<file path="src/rtl/cluster_dma_pkg.sv">
// Shared types and constants for the cluster DMA 2D midend and its neighbours.
package cluster_dma_pkg;

  // Default widths used by the request structs exchanged with the frontend/backend.
  localparam int unsigned DmaAddrWidth     = 32;
  localparam int unsigned DmaNumBytesWidth = 32;
  localparam int unsigned DmaRepWidth      = 16;
  localparam int unsigned FlagsWidth       = 3;

  // Bit positions inside the {deburst, decouple, serialize} flag vector.
  localparam int unsigned DeburstBit   = 2;
  localparam int unsigned DecoupleBit  = 1;
  localparam int unsigned SerializeBit = 0;

  typedef enum logic {
    IDLE  = 1'b0,
    ISSUE = 1'b1
  } twod_state_e;

  typedef struct packed {
    logic [DmaAddrWidth-1:0]     src;
    logic [DmaAddrWidth-1:0]     dst;
    logic [DmaNumBytesWidth-1:0] num_bytes;
    logic [DmaAddrWidth-1:0]     src_stride;
    logic [DmaAddrWidth-1:0]     dst_stride;
    logic [DmaRepWidth-1:0]      num_reps;
    logic [FlagsWidth-1:0]       flags;
  } twod_req_t;

  typedef struct packed {
    logic [DmaAddrWidth-1:0]     src;
    logic [DmaAddrWidth-1:0]     dst;
    logic [DmaNumBytesWidth-1:0] num_bytes;
    logic [FlagsWidth-1:0]       flags;
    logic                        last;
  } oned_req_t;

endpackage

</file>
<file path="src/rtl/fifo_v3.sv">
// Small synchronous FIFO. A pop frees its slot in the same cycle, so a push
// into a full FIFO is accepted when a pop happens alongside it.
module fifo_v3 #(
  parameter int unsigned DATA_WIDTH = 32,
  parameter int unsigned DEPTH      = 8
) (
  input  logic                  clk_i,
  input  logic                  rst_ni,
  input  logic                  push_i,
  input  logic [DATA_WIDTH-1:0] data_i,
  input  logic                  pop_i,
  output logic [DATA_WIDTH-1:0] data_o,
  output logic                  full_o,
  output logic                  empty_o
);

  localparam int unsigned PtrW = (DEPTH > 1) ? $clog2(DEPTH) : 1;
  localparam int unsigned CntW = $clog2(DEPTH + 1);

  logic [DATA_WIDTH-1:0] mem_q [DEPTH];
  logic [PtrW-1:0]       rd_ptr_q, wr_ptr_q;
  logic [CntW-1:0]       cnt_q;
  logic                  do_push, do_pop;

  function automatic logic [PtrW-1:0] next_ptr(input logic [PtrW-1:0] p);
    return (p == PtrW'(DEPTH - 1)) ? '0 : p + PtrW'(1);
  endfunction

  assign empty_o = (cnt_q == '0);
  assign full_o  = (cnt_q == CntW'(DEPTH));
  assign do_pop  = pop_i & ~empty_o;
  assign do_push = push_i & (~full_o | do_pop);
  assign data_o  = mem_q[rd_ptr_q];

  // Storage array; no reset needed, occupancy is tracked by the pointers.
  always_ff @(posedge clk_i) begin
    if (do_push) mem_q[wr_ptr_q] <= data_i;
  end

  // Read/write pointers and occupancy counter.
  always_ff @(posedge clk_i or negedge rst_ni) begin
    if (!rst_ni) begin
      rd_ptr_q <= '0;
      wr_ptr_q <= '0;
      cnt_q    <= '0;
    end else begin
      if (do_push) wr_ptr_q <= next_ptr(wr_ptr_q);
      if (do_pop)  rd_ptr_q <= next_ptr(rd_ptr_q);
      if (do_push && !do_pop)      cnt_q <= cnt_q + CntW'(1);
      else if (!do_push && do_pop) cnt_q <= cnt_q - CntW'(1);
    end
  end

endmodule

</file>
<file path="src/rtl/cluster_dma_twod_midend.sv">
// Splits a 2D strided DMA descriptor into a sequence of 1D row bursts and
// collapses the per-row backend retirements into one completion per 2D job.
//
//   state | meaning
//   IDLE  | no rows to issue; ready for a new descriptor if a completion slot is free
//   ISSUE | presenting the current row on oned_*; ready only on the final-row handshake
module cluster_dma_twod_midend
  import cluster_dma_pkg::*;
#(
  parameter int unsigned AddrWidth     = 32,
  parameter int unsigned RepWidth      = 16,
  parameter int unsigned CmplFifoDepth = 4,
  parameter int unsigned NumBytesWidth = 32
) (
  input  logic                     clk_i,
  input  logic                     rst_ni,
  input  logic                     twod_valid_i,
  output logic                     twod_ready_o,
  input  logic [AddrWidth-1:0]     twod_src_i,
  input  logic [AddrWidth-1:0]     twod_dst_i,
  input  logic [NumBytesWidth-1:0] twod_num_bytes_i,
  input  logic [AddrWidth-1:0]     twod_src_stride_i,
  input  logic [AddrWidth-1:0]     twod_dst_stride_i,
  input  logic [RepWidth-1:0]      twod_num_reps_i,
  input  logic [FlagsWidth-1:0]    twod_flags_i,
  output logic                     oned_valid_o,
  input  logic                     oned_ready_i,
  output logic [AddrWidth-1:0]     oned_src_o,
  output logic [AddrWidth-1:0]     oned_dst_o,
  output logic [NumBytesWidth-1:0] oned_num_bytes_o,
  output logic [FlagsWidth-1:0]    oned_flags_o,
  output logic                     oned_last_o,
  input  logic                     trans_complete_i,
  output logic                     twod_complete_o,
  output logic                     busy_o
);

  twod_state_e              state_q;
  logic [AddrWidth-1:0]     src_q, dst_q, src_stride_q, dst_stride_q;
  logic [NumBytesWidth-1:0] num_bytes_q;
  logic [FlagsWidth-1:0]    flags_q;
  logic [RepWidth-1:0]      rem_q;
  logic [RepWidth:0]        retire_cnt_q;
  logic                     twod_complete_q;

  logic [RepWidth-1:0]      reps_eff;
  logic [RepWidth:0]        retire_sum, fifo_head;
  logic                     fifo_full, fifo_empty, cmpl_pop;
  logic                     twod_hs, oned_hs, final_hs, slot_free;

  // A zero repetition count still moves one row.
  assign reps_eff = (twod_num_reps_i == '0) ? RepWidth'(1) : twod_num_reps_i;

  assign oned_hs   = oned_valid_o & oned_ready_i;
  assign final_hs  = oned_hs & (rem_q == RepWidth'(1));
  // The retiring job's slot is reusable in the cycle it pops.
  assign slot_free = ~fifo_full | cmpl_pop;

  assign twod_ready_o = slot_free & ((state_q == IDLE) | final_hs);
  assign twod_hs      = twod_valid_i & twod_ready_o;

  assign oned_valid_o     = (state_q == ISSUE);
  assign oned_src_o       = src_q;
  assign oned_dst_o       = dst_q;
  assign oned_num_bytes_o = num_bytes_q;
  assign oned_flags_o     = flags_q;
  assign oned_last_o      = (state_q == ISSUE) & (rem_q == RepWidth'(1));

  assign retire_sum = retire_cnt_q + {{RepWidth{1'b0}}, trans_complete_i};
  assign cmpl_pop   = ~fifo_empty & (retire_sum == fifo_head);

  assign twod_complete_o = twod_complete_q;
  assign busy_o          = (state_q == ISSUE) | ~fifo_empty;

  // Row count of every accepted job, oldest first.
  fifo_v3 #(
    .DATA_WIDTH (RepWidth + 1),
    .DEPTH      (CmplFifoDepth)
  ) i_cmpl_fifo (
    .clk_i   (clk_i),
    .rst_ni  (rst_ni),
    .push_i  (twod_hs),
    .data_i  ({1'b0, reps_eff}),
    .pop_i   (cmpl_pop),
    .data_o  (fifo_head),
    .full_o  (fifo_full),
    .empty_o (fifo_empty)
  );

  // Issue FSM and row address generator; a new descriptor always wins over
  // advancing because acceptance in ISSUE only happens on the final row.
  always_ff @(posedge clk_i or negedge rst_ni) begin
    if (!rst_ni) begin
      state_q      <= IDLE;
      src_q        <= '0;
      dst_q        <= '0;
      src_stride_q <= '0;
      dst_stride_q <= '0;
      num_bytes_q  <= '0;
      flags_q      <= '0;
      rem_q        <= '0;
    end else if (twod_hs) begin
      state_q      <= ISSUE;
      src_q        <= twod_src_i;
      dst_q        <= twod_dst_i;
      src_stride_q <= twod_src_stride_i;
      dst_stride_q <= twod_dst_stride_i;
      num_bytes_q  <= twod_num_bytes_i;
      flags_q      <= twod_flags_i;
      rem_q        <= reps_eff;
    end else if (oned_hs) begin
      if (rem_q == RepWidth'(1)) begin
        state_q <= IDLE;
      end else begin
        src_q <= src_q + src_stride_q;
        dst_q <= dst_q + dst_stride_q;
        rem_q <= rem_q - RepWidth'(1);
      end
    end
  end

  // Retirement counter for the oldest job and registered completion pulse.
  always_ff @(posedge clk_i or negedge rst_ni) begin
    if (!rst_ni) begin
      retire_cnt_q    <= '0;
      twod_complete_q <= 1'b0;
    end else begin
      twod_complete_q <= cmpl_pop;
      if (cmpl_pop) begin
        retire_cnt_q <= '0;
      end else if (trans_complete_i && !fifo_empty) begin
        retire_cnt_q <= retire_sum;
      end
    end
  end

  // The backend must never retire a burst that belongs to no tracked job.
  a_no_orphan_retire: assert property (@(posedge clk_i) disable iff (!rst_ni)
    !(trans_complete_i && fifo_empty));

endmodule

</file>
<file path="config.mk">
export PLATFORM = sky130hd
export DESIGN_NAME = cluster_dma_twod_midend
export DESIGN_NICKNAME = d
export VERILOG_FILES = /design/src/rtl/cluster_dma_pkg.sv /design/src/rtl/fifo_v3.sv /design/src/rtl/cluster_dma_twod_midend.sv
export SDC_FILE = /design/constraint.sdc
export NUM_CORES = 1
export LEC_CHECK = 0
export BUFFER_PORTS_ARGS = -buffer_cell sky130_fd_sc_hd__buf_2
export CAP_MARGIN = 10
export CORE_MARGIN = 1.5
export CORE_UTILIZATION = 40
export CTS_CLUSTER_DIAMETER = 30
export DETAILED_ROUTE_END_ITERATION = 6
export PLACE_DENSITY_LB_ADDON = 0.2
export SYNTH_ARGS = -nofsm -noshare
export SYNTH_HDL_FRONTEND = slang
export SYNTH_SLANG_ARGS = --single-unit
</file>
<file path="constraint.sdc">
create_clock -name clk_i -period 4.5 [get_ports clk_i]
set_input_delay 0.9 -clock clk_i [delete_from_list [all_inputs] [get_ports clk_i]]
set_output_delay 0.9 -clock clk_i [all_outputs]
set_load 0.02 [all_outputs]
</file>
# [Word level (Yosys, flattened, before mapping)]
# Memory sizes are Yosys's and may differ from the RTL's.
# Cells that the tools add are included.
[totals] ff_bits=205 wordCells=78 input_bits=184 rom_bits=0 out_inout_bits=104 latch_bits=0 ramBits=64 n_memories=1
[mem_list] memory="i_cmpl_fifo.mem_q" depth=4 word_bits=16 rd=1 rd_clocked_by_memory_dff=0 wr=1 line_no="fifo_v3.sv:20" rtl="logic [DATA_WIDTH-1:0] mem_q [DEPTH];"
[classes] order_cmp=0 bitwise=15 n_eq_ne=6 n_addsub=8 n_shift=0 n_reduce_logical=14 div=0 mul=0 mux=21
[ops] operator="two-way mux 32 bit" count=6
[ops] operator="adder 32 bit" count=2
[ops] operator="two-way mux 16 bit" count=4
[ops] operator="two-way mux 17 bit" count=2
[ops] operator="adder 17 x 1 -> 17 bit" count=1
[ops] operator="== test 17 bit" count=1
[ops] operator="== test 16 x 1 -> 1 bit, second input constant" count=1
[ops] operator="logical NOT 16 bit" count=1
[ops] operator="subtractor 16 x 1 -> 16 bit, second input constant" count=1
[ops] operator="bitwise AND 1 bit" count=8
[ops] operator="nonzero test 2 bit" count=4
[ops] operator="two-way mux 3 bit" count=2
[ops] operator="two-way mux 1 bit" count=5
[ops] operator="adder 2 x 1 -> 2 bit, second input constant" count=2
[ops] operator="== test 2 bit, second input constant" count=2
[ops] operator="two-way mux 2 bit" count=2
[ops] operator="OR 1 bit" count=4
[ops] operator="AND reduction 2 bit" count=2
[ops] operator="adder 3 x 1 -> 3 bit, second input constant" count=1
[ops] operator="== test 3 bit, second input constant" count=1
[ops] operator="logical AND 1 bit" count=3
[ops] operator="logical NOT 1 bit" count=3
[ops] operator="logical NOT 3 bit" count=1
[ops] operator="inverter 1 bit" count=3
[ops] operator="other kinds (2)" count=2

# [Longest topological paths before layout]
[depth] depth_word=11 depth_mapped=20 depth_no_buf=17

# [Modules after synthesis]
# A second synthesis with hierarchy kept.
[hier_totals] cells_unflattened=1556 area_unflattened_um2=14855.5
[by_module_without_submodules] module="cluster_dma_twod_midend" seq_area_each_um2=4954.8 instances=1 cells_per_inst=1430 area_per_inst_um2=11920.2
[by_module_without_submodules] module="fifo_v3" seq_area_each_um2=2217.1 instances=1 cells_per_inst=126 area_per_inst_um2=2935.3

# [Least setup slack after synthesis]
# OpenSTA, ideal clock, no wires.
[synth_path] kind="input -> register" startpoint="in trans_complete_i" endpoint="reg i_cmpl_fifo.cnt_q[2]" n_path_buf=3 setup_ns=0.079 required_ns=4.421 arrival_ns=4.400 path_stages=20 path_slack_ns=0.021 cell_sequence="ha_1 > ha_1 > nand2_1 > nor3_1 > nand2_1 > xnor2_1 > nand4_1 > nor4_4 > o21a_2 > nand2_2 > clkinv_2 > buf_6 > buf_6 > buf_6 > ha_1 > inv_1 > fa_1 > xor2_1 > nor2_1 > xor2_1"
[synth_between] elab_chain_len=10 elab_cells_between_ends=15 classes_between="add/sub (1); eq/ne (1); mux (1); bitwise (7); reduce/logical (5)"
[synth_rtl] item="from (decl)" line_no="cluster_dma_twod_midend.sv:33" rtl="input logic trans_complete_i,"
[synth_rtl] item="adder 17 x 1 -> 17 bit (*)" line_no="cluster_dma_twod_midend.sv:69" rtl="assign retire_sum = retire_cnt_q + {{RepWidth{1'b0}}, trans_complete_i};"
[synth_rtl] item="== test 17 bit (*)" line_no="cluster_dma_twod_midend.sv:70" rtl="assign cmpl_pop = ~fifo_empty & (retire_sum == fifo_head);"
[synth_rtl] item="bitwise AND 1 bit (*)" line_no="cluster_dma_twod_midend.sv:70"
[synth_rtl] item="OR 1 bit (*)" line_no="cluster_dma_twod_midend.sv:57" rtl="assign slot_free = ~fifo_full | cmpl_pop;"
[synth_rtl] item="bitwise AND 1 bit (*)" line_no="cluster_dma_twod_midend.sv:59" rtl="assign twod_ready_o = slot_free & ((state_q == IDLE) | final_hs);"
[synth_rtl] item="named net twod_ready_o" line_no="cluster_dma_twod_midend.sv:18" rtl="output logic twod_ready_o,"
[synth_rtl] item="bitwise AND 1 bit (*)" line_no="cluster_dma_twod_midend.sv:60" rtl="assign twod_hs = twod_valid_i & twod_ready_o;"
[synth_rtl] item="bitwise AND 1 bit (*)" line_no="fifo_v3.sv:32" rtl="assign do_push = push_i & (~full_o | do_pop);"
[synth_rtl] item="named net i_cmpl_fifo.do_push" line_no="fifo_v3.sv:23" rtl="logic do_push, do_pop;"
[synth_rtl] item="logical NOT 1 bit" line_no="fifo_v3.sv:50" rtl="else if (!do_push && do_pop) cnt_q <= cnt_q - CntW'(1);"
[synth_rtl] item="logical AND 1 bit" line_no="fifo_v3.sv:50"
[synth_rtl] item="nonzero test 2 bit (no line)"
[synth_rtl] item="to (signal assigned)" line_no="fifo_v3.sv:49" rtl="if (do_push && !do_pop) cnt_q <= cnt_q + CntW'(1);"
[synth_rtl] item="to (signal assigned)" line_no="fifo_v3.sv:50"
[synth_rtl] item="to (decl)" line_no="fifo_v3.sv:22" rtl="logic [CntW-1:0] cnt_q;"
# The timed path passes the listed nets; every way through them passes the cells marked *.
# A chain may end at the register's enable or synchronous reset.

# [Worst setup path after layout]
[layout_path] startpoint="reg rem_q[7]" endpoint="out twod_ready_o"
[layout_between] elab_chain_len=4
[layout_rtl] item="from (decl)" line_no="cluster_dma_twod_midend.sv:42" rtl="logic [RepWidth-1:0] rem_q;"
[layout_rtl] item="from (signal assigned)" line_no="cluster_dma_twod_midend.sv:110" rtl="rem_q <= reps_eff;"
[layout_rtl] item="from (signal assigned)" line_no="cluster_dma_twod_midend.sv:117" rtl="rem_q <= rem_q - RepWidth'(1);"
[layout_rtl] item="== test 16 x 1 -> 1 bit" line_no="cluster_dma_twod_midend.sv:55" rtl="assign final_hs = oned_hs & (rem_q == RepWidth'(1));"
[layout_rtl] item="bitwise AND 1 bit" line_no="cluster_dma_twod_midend.sv:55"
[layout_rtl] item="OR 1 bit" line_no="cluster_dma_twod_midend.sv:59"
[layout_rtl] item="bitwise AND 1 bit" line_no="cluster_dma_twod_midend.sv:59"
[layout_rtl] item="to (decl)" line_no="cluster_dma_twod_midend.sv:18"
# Every way passes these cells.

==> results.sh <==
export IMPL_relSlewSlack=0.347
export IMPL_groute_usage_overall=0.218
export IMPL_cp_arrival_ns=3.39
export IMPL_cp_end_kind="output pin"
export IMPL_fin_area_um2=19200
export IMPL_synthDistinctLibCells=70
export IMPL_tritoncts="done"
export IMPL_die_w_um=195
export IMPL_critPathKind="reg -> out"
export IMPL_startpoint="rem_q[7]$_DFFE_PN0P_"
export IMPL_hold_path_class="in -> async"
export IMPL_hpwlAfterDp_mm=28.1
export IMPL_worst_slew_pin_slew_ns=0.971
export IMPL_crit_chain="or4_4, or3_1, or4_1, nand4bb_1, o21ai_1, o21a_2, buf_2"
export IMPL_wl_per_cell_um=17.0
export IMPL_postRouteAntennaNets=0
export IMPL_maxCapViolCount=0
export IMPL_vias=12400
export IMPL_grt_max_degree=152
export IMPL_antenna_found_initial=3
export IMPL_ys_flop_type="dfrtp_1"
export IMPL_period_needed_ns=4.29
export IMPL_synth_edf_count=64
export IMPL_hold_violations=0
export IMPL_vias_per_cell=5.17
export IMPL_final_setup_viol_count=0
export IMPL_power_density_nw_per_um2=845
export IMPL_timing_critical_path_to="twod_ready_o"
export IMPL_syn_nets=1823
export IMPL_drc_errors=0
export IMPL_root_buffer="clkbuf_16"
export IMPL_die_h_um=195
export IMPL_core_area_um2=36400
export IMPL_cts_max_path_buffers=3
export IMPL_cp_slowest_cell="or4_4"
export IMPL_grt_pass1_vias=12700
export IMPL_slew_viol_final=0
export IMPL_port_buffer_count=287
export IMPL_cpPeakStageDelay_ns=0.56
export IMPL_start_util=0.403
export IMPL_setup_tns_ns=0
export IMPL_path_clk_slew_ns=0.04
export IMPL_synth_compound_area_share=0.133
export IMPL_syn_area_um2=14700
export IMPL_nNetsFinal=2122
export IMPL_clock_sinks=269
export IMPL_dpl_cell_area_um2=16500
export IMPL_synth_simple_area_share=0.189
export IMPL_numCtsBuffers=77
export IMPL_ff2ff_setup_slack_ns=0.54
export IMPL_wl_mm=40.8
export IMPL_ys_ff_latch=269
export IMPL_leakagePower_nw=9.12
export IMPL_status="completed"
export IMPL_drive_gt1_frac=0.246
export IMPL_max_freq_mhz=233
export IMPL_reg2reg_to="i_cmpl_fifo.cnt_q[2]$_DFFE_PN0P_"
export IMPL_worstSetupStartpointType="register"
export IMPL_irDropWorstVdd_mv=0.418
export IMPL_synth_xor_area_share=0.0590
export IMPL_area_delta_synth_final_pct=30.5
export IMPL_ys_seq_area_frac=0.480
export IMPL_rsz0062_at_grt="false"
export IMPL_ys_warnings_count=0
export IMPL_synthAdderAreaFrac=0.0654
export IMPL_period_share=0.953
export IMPL_overflow=0
export IMPL_worst_clock_skew_ns=0.0171
export IMPL_required_ns=3.60
export IMPL_gp_congestion=0.871
export IMPL_drtPass1Iterations=5
export IMPL_ios=288
export IMPL_timing_rr_start="rem_q[7]$_DFFE_PN0P_"
export IMPL_async_flop_share=0.762
export IMPL_grt_pass1_wl_mm=66.2
export IMPL_synth_top_family_by_area="simple AND/OR/NAND/NOR gates"
export IMPL_synth_area_mux_share=0.0340
export IMPL_worstRegToRegCells=14
export IMPL_synthCells=1564
export IMPL_htree_levels=3
export IMPL_drt_iter0_markers=489
export IMPL_clock_latency_ns=0.58
export IMPL_syn_avg_cell_area_um2=9.40
export IMPL_row_count=70
export IMPL_cp_max_fo=4
export IMPL_die_area_um2=37900
-- logic make-up after synthesis --
| logic type | Yosys count |
|---|---|
| xor+xnor | 99 |
| simple gates | 658 |
| buf+inv | 119 |
| mux | 29 |
| flops | 269 |
| compound gates | 315 |
| fa+ha+maj | 75 |
-- metal layers --
layer | global-route usage | wire, µm | vias up
met5 | 0 | 13 | -
met4 | 0.0854 | 1120 | 2
met3 | 0.0475 | 1980 | 76
met2 | 0.361 | 19500 | 292
met1 | 0.280 | 18200 | 5938
li1 | - | - | 6076
-- per-stage QoR --
step | hold slack (ns) | total power, mW | util | cells | setup slack, ns
floorplan | 0.450 | 8.96 | - | 1564 | 0.0212
global placement | 0.454 | 10.6 | 0.454 | 2252 | 0.267
detailed placement | 0.456 | 10.7 | 0.454 | 2252 | 0.209
CTS | 0.335 | 16.3 | 0.526 | 2394 | 0.158
global route | 0.357 | 17.4 | 0.526 | 2395 | 0.0760
finish | 0.309 | 16.2 | 0.526 | 2396 | 0.210
-- sequential cells by signal (all words and copies together) (netlist names) --
name / count
oned_num_bytes_o: 32
oned_valid_o: 1
i_cmpl_fifo.cnt_q: 3
oned_src_o: 32
retire_cnt_q: 17
src_stride_q: 32
oned_dst_o: 32
oned_flags_o: 3
rem_q: 16
dst_stride_q: 32
i_cmpl_fifo.wr_ptr_q: 2
twod_complete_o: 1
i_cmpl_fifo.rd_ptr_q: 2
i_cmpl_fifo.mem_q: 64
-- worst max-delay path: cells and delay by family, from the launching register on --
| kind | cells | cell delay, ns |
|---|---|---|
| AND/OR/NAND/NOR | 4 | 1.72 |
| AO/OA/AOI/OAI | 2 | 0.47 |
| flip-flops | 1 | 0.41 |
| buffers and inverters | 1 | 0.21 |
-- worst min path at each step --
stage / to / slack, ns / depth (start not counted)
after global placement: oned_num_bytes_o[19]$_DFFE_PN0P_ / 0.45 / 2
after CTS: oned_dst_o[6]$_DFFE_PN0P_ / 0.34 / 1
final: oned_dst_o[7]$_DFFE_PN0P_ / 0.31 / 1
after global routing: oned_dst_o[6]$_DFFE_PN0P_ / 0.36 / 1
after floorplan: dst_stride_q[0]$_DFFE_PN0P_ / 0.45 / 2
after detailed placement: oned_num_bytes_o[3]$_DFFE_PN0P_ / 0.46 / 2
-- cells in the mapped netlist (3+ instances only) --
cell type  count  area share
nor3b_1        5      0.0026
a22oi_1        5      0.0026
dfrtp_1      205        0.35
fa_1           3      0.0041
o21bai_1      10      0.0051
inv_1         26      0.0066
or3_1          6      0.0026
mux4_2        16       0.025
a21o_1        31       0.016
xor2_1        42       0.025
clkbuf_1      56       0.014
a21oi_1       97       0.033
nand3b_1       3      0.0015
a31oi_1       32       0.014
nor3_1        23      0.0078
a211o_1        5      0.0030
a311oi_1       4      0.0024
and3_1        13      0.0055
o21ai_0       76       0.026
buf_2         18      0.0061
mux2_2         6      0.0046
nor2_1       114       0.029
a211oi_1       6      0.0031
nand2b_1       7      0.0030
nand4_1       13      0.0055
edfxtp_1      64        0.13
xnor2_1       57       0.034
a221o_1        8      0.0054
nand2_1      411        0.10
buf_4          3      0.0015
nor4_1        11      0.0047
nor2b_1        3      0.0013
mux2i_1        5      0.0034
ha_1          72       0.061
buf_6         13       0.010
and2_1        10      0.0043
o21a_1        10      0.0051
nand3_1       29      0.0099
o2111ai_1      4      0.0024
o31ai_1        4      0.0020
-- area by class of cell --
type	count	area [µm²]
Clock buffer	96	2090
Multi-Input combinational cell	1176	7100
Sequential cell	269	7050
Inverter	27	106
Tap cell	468	586
Fill cell	3360	17300
Antenna cell	2	5.00
Clock inverter	46	559
Timing Repair Buffer	312	1680
-- layout by cell type, fill, tap and decap left out, types with 28 or more instances in the layout --
| master | Yosys | routed |
|---|---|---|
| nand2_1 | 411 | 411 |
| buf_2 | 18 | 286 |
| dfrtp_1 | 205 | 204 |
| nor2_1 | 114 | 114 |
| a21oi_1 | 97 | 97 |
| clkbuf_16 | 0 | 77 |
| o21ai_0 | 76 | 76 |
| ha_1 | 72 | 72 |
| edfxtp_1 | 64 | 64 |
| xnor2_1 | 57 | 57 |
| xor2_1 | 42 | 42 |
| a31oi_1 | 32 | 32 |
| a21o_1 | 31 | 31 |
| nand3_1 | 29 | 28 |
-- timing repair --
| item | 4_1_cts | 5_1_grt |
|---|---|---|
| buffers inserted | 0 | 0 |
| resized for setup | 0 | 1 |
| hold buffers | 0 | 0 |
| endpoints found under the setup margin | 0 | 1 |
-- power by group --
part	switching (mW)	total, mW	leakage, nW	internal (mW)
logic	3.91	6.65	4.70	2.74
registers	0.663	4.08	3.12	3.41
clock network	1.64	5.49	1.30	3.85
Note: power is estimated with default switching activity, not from simulation.
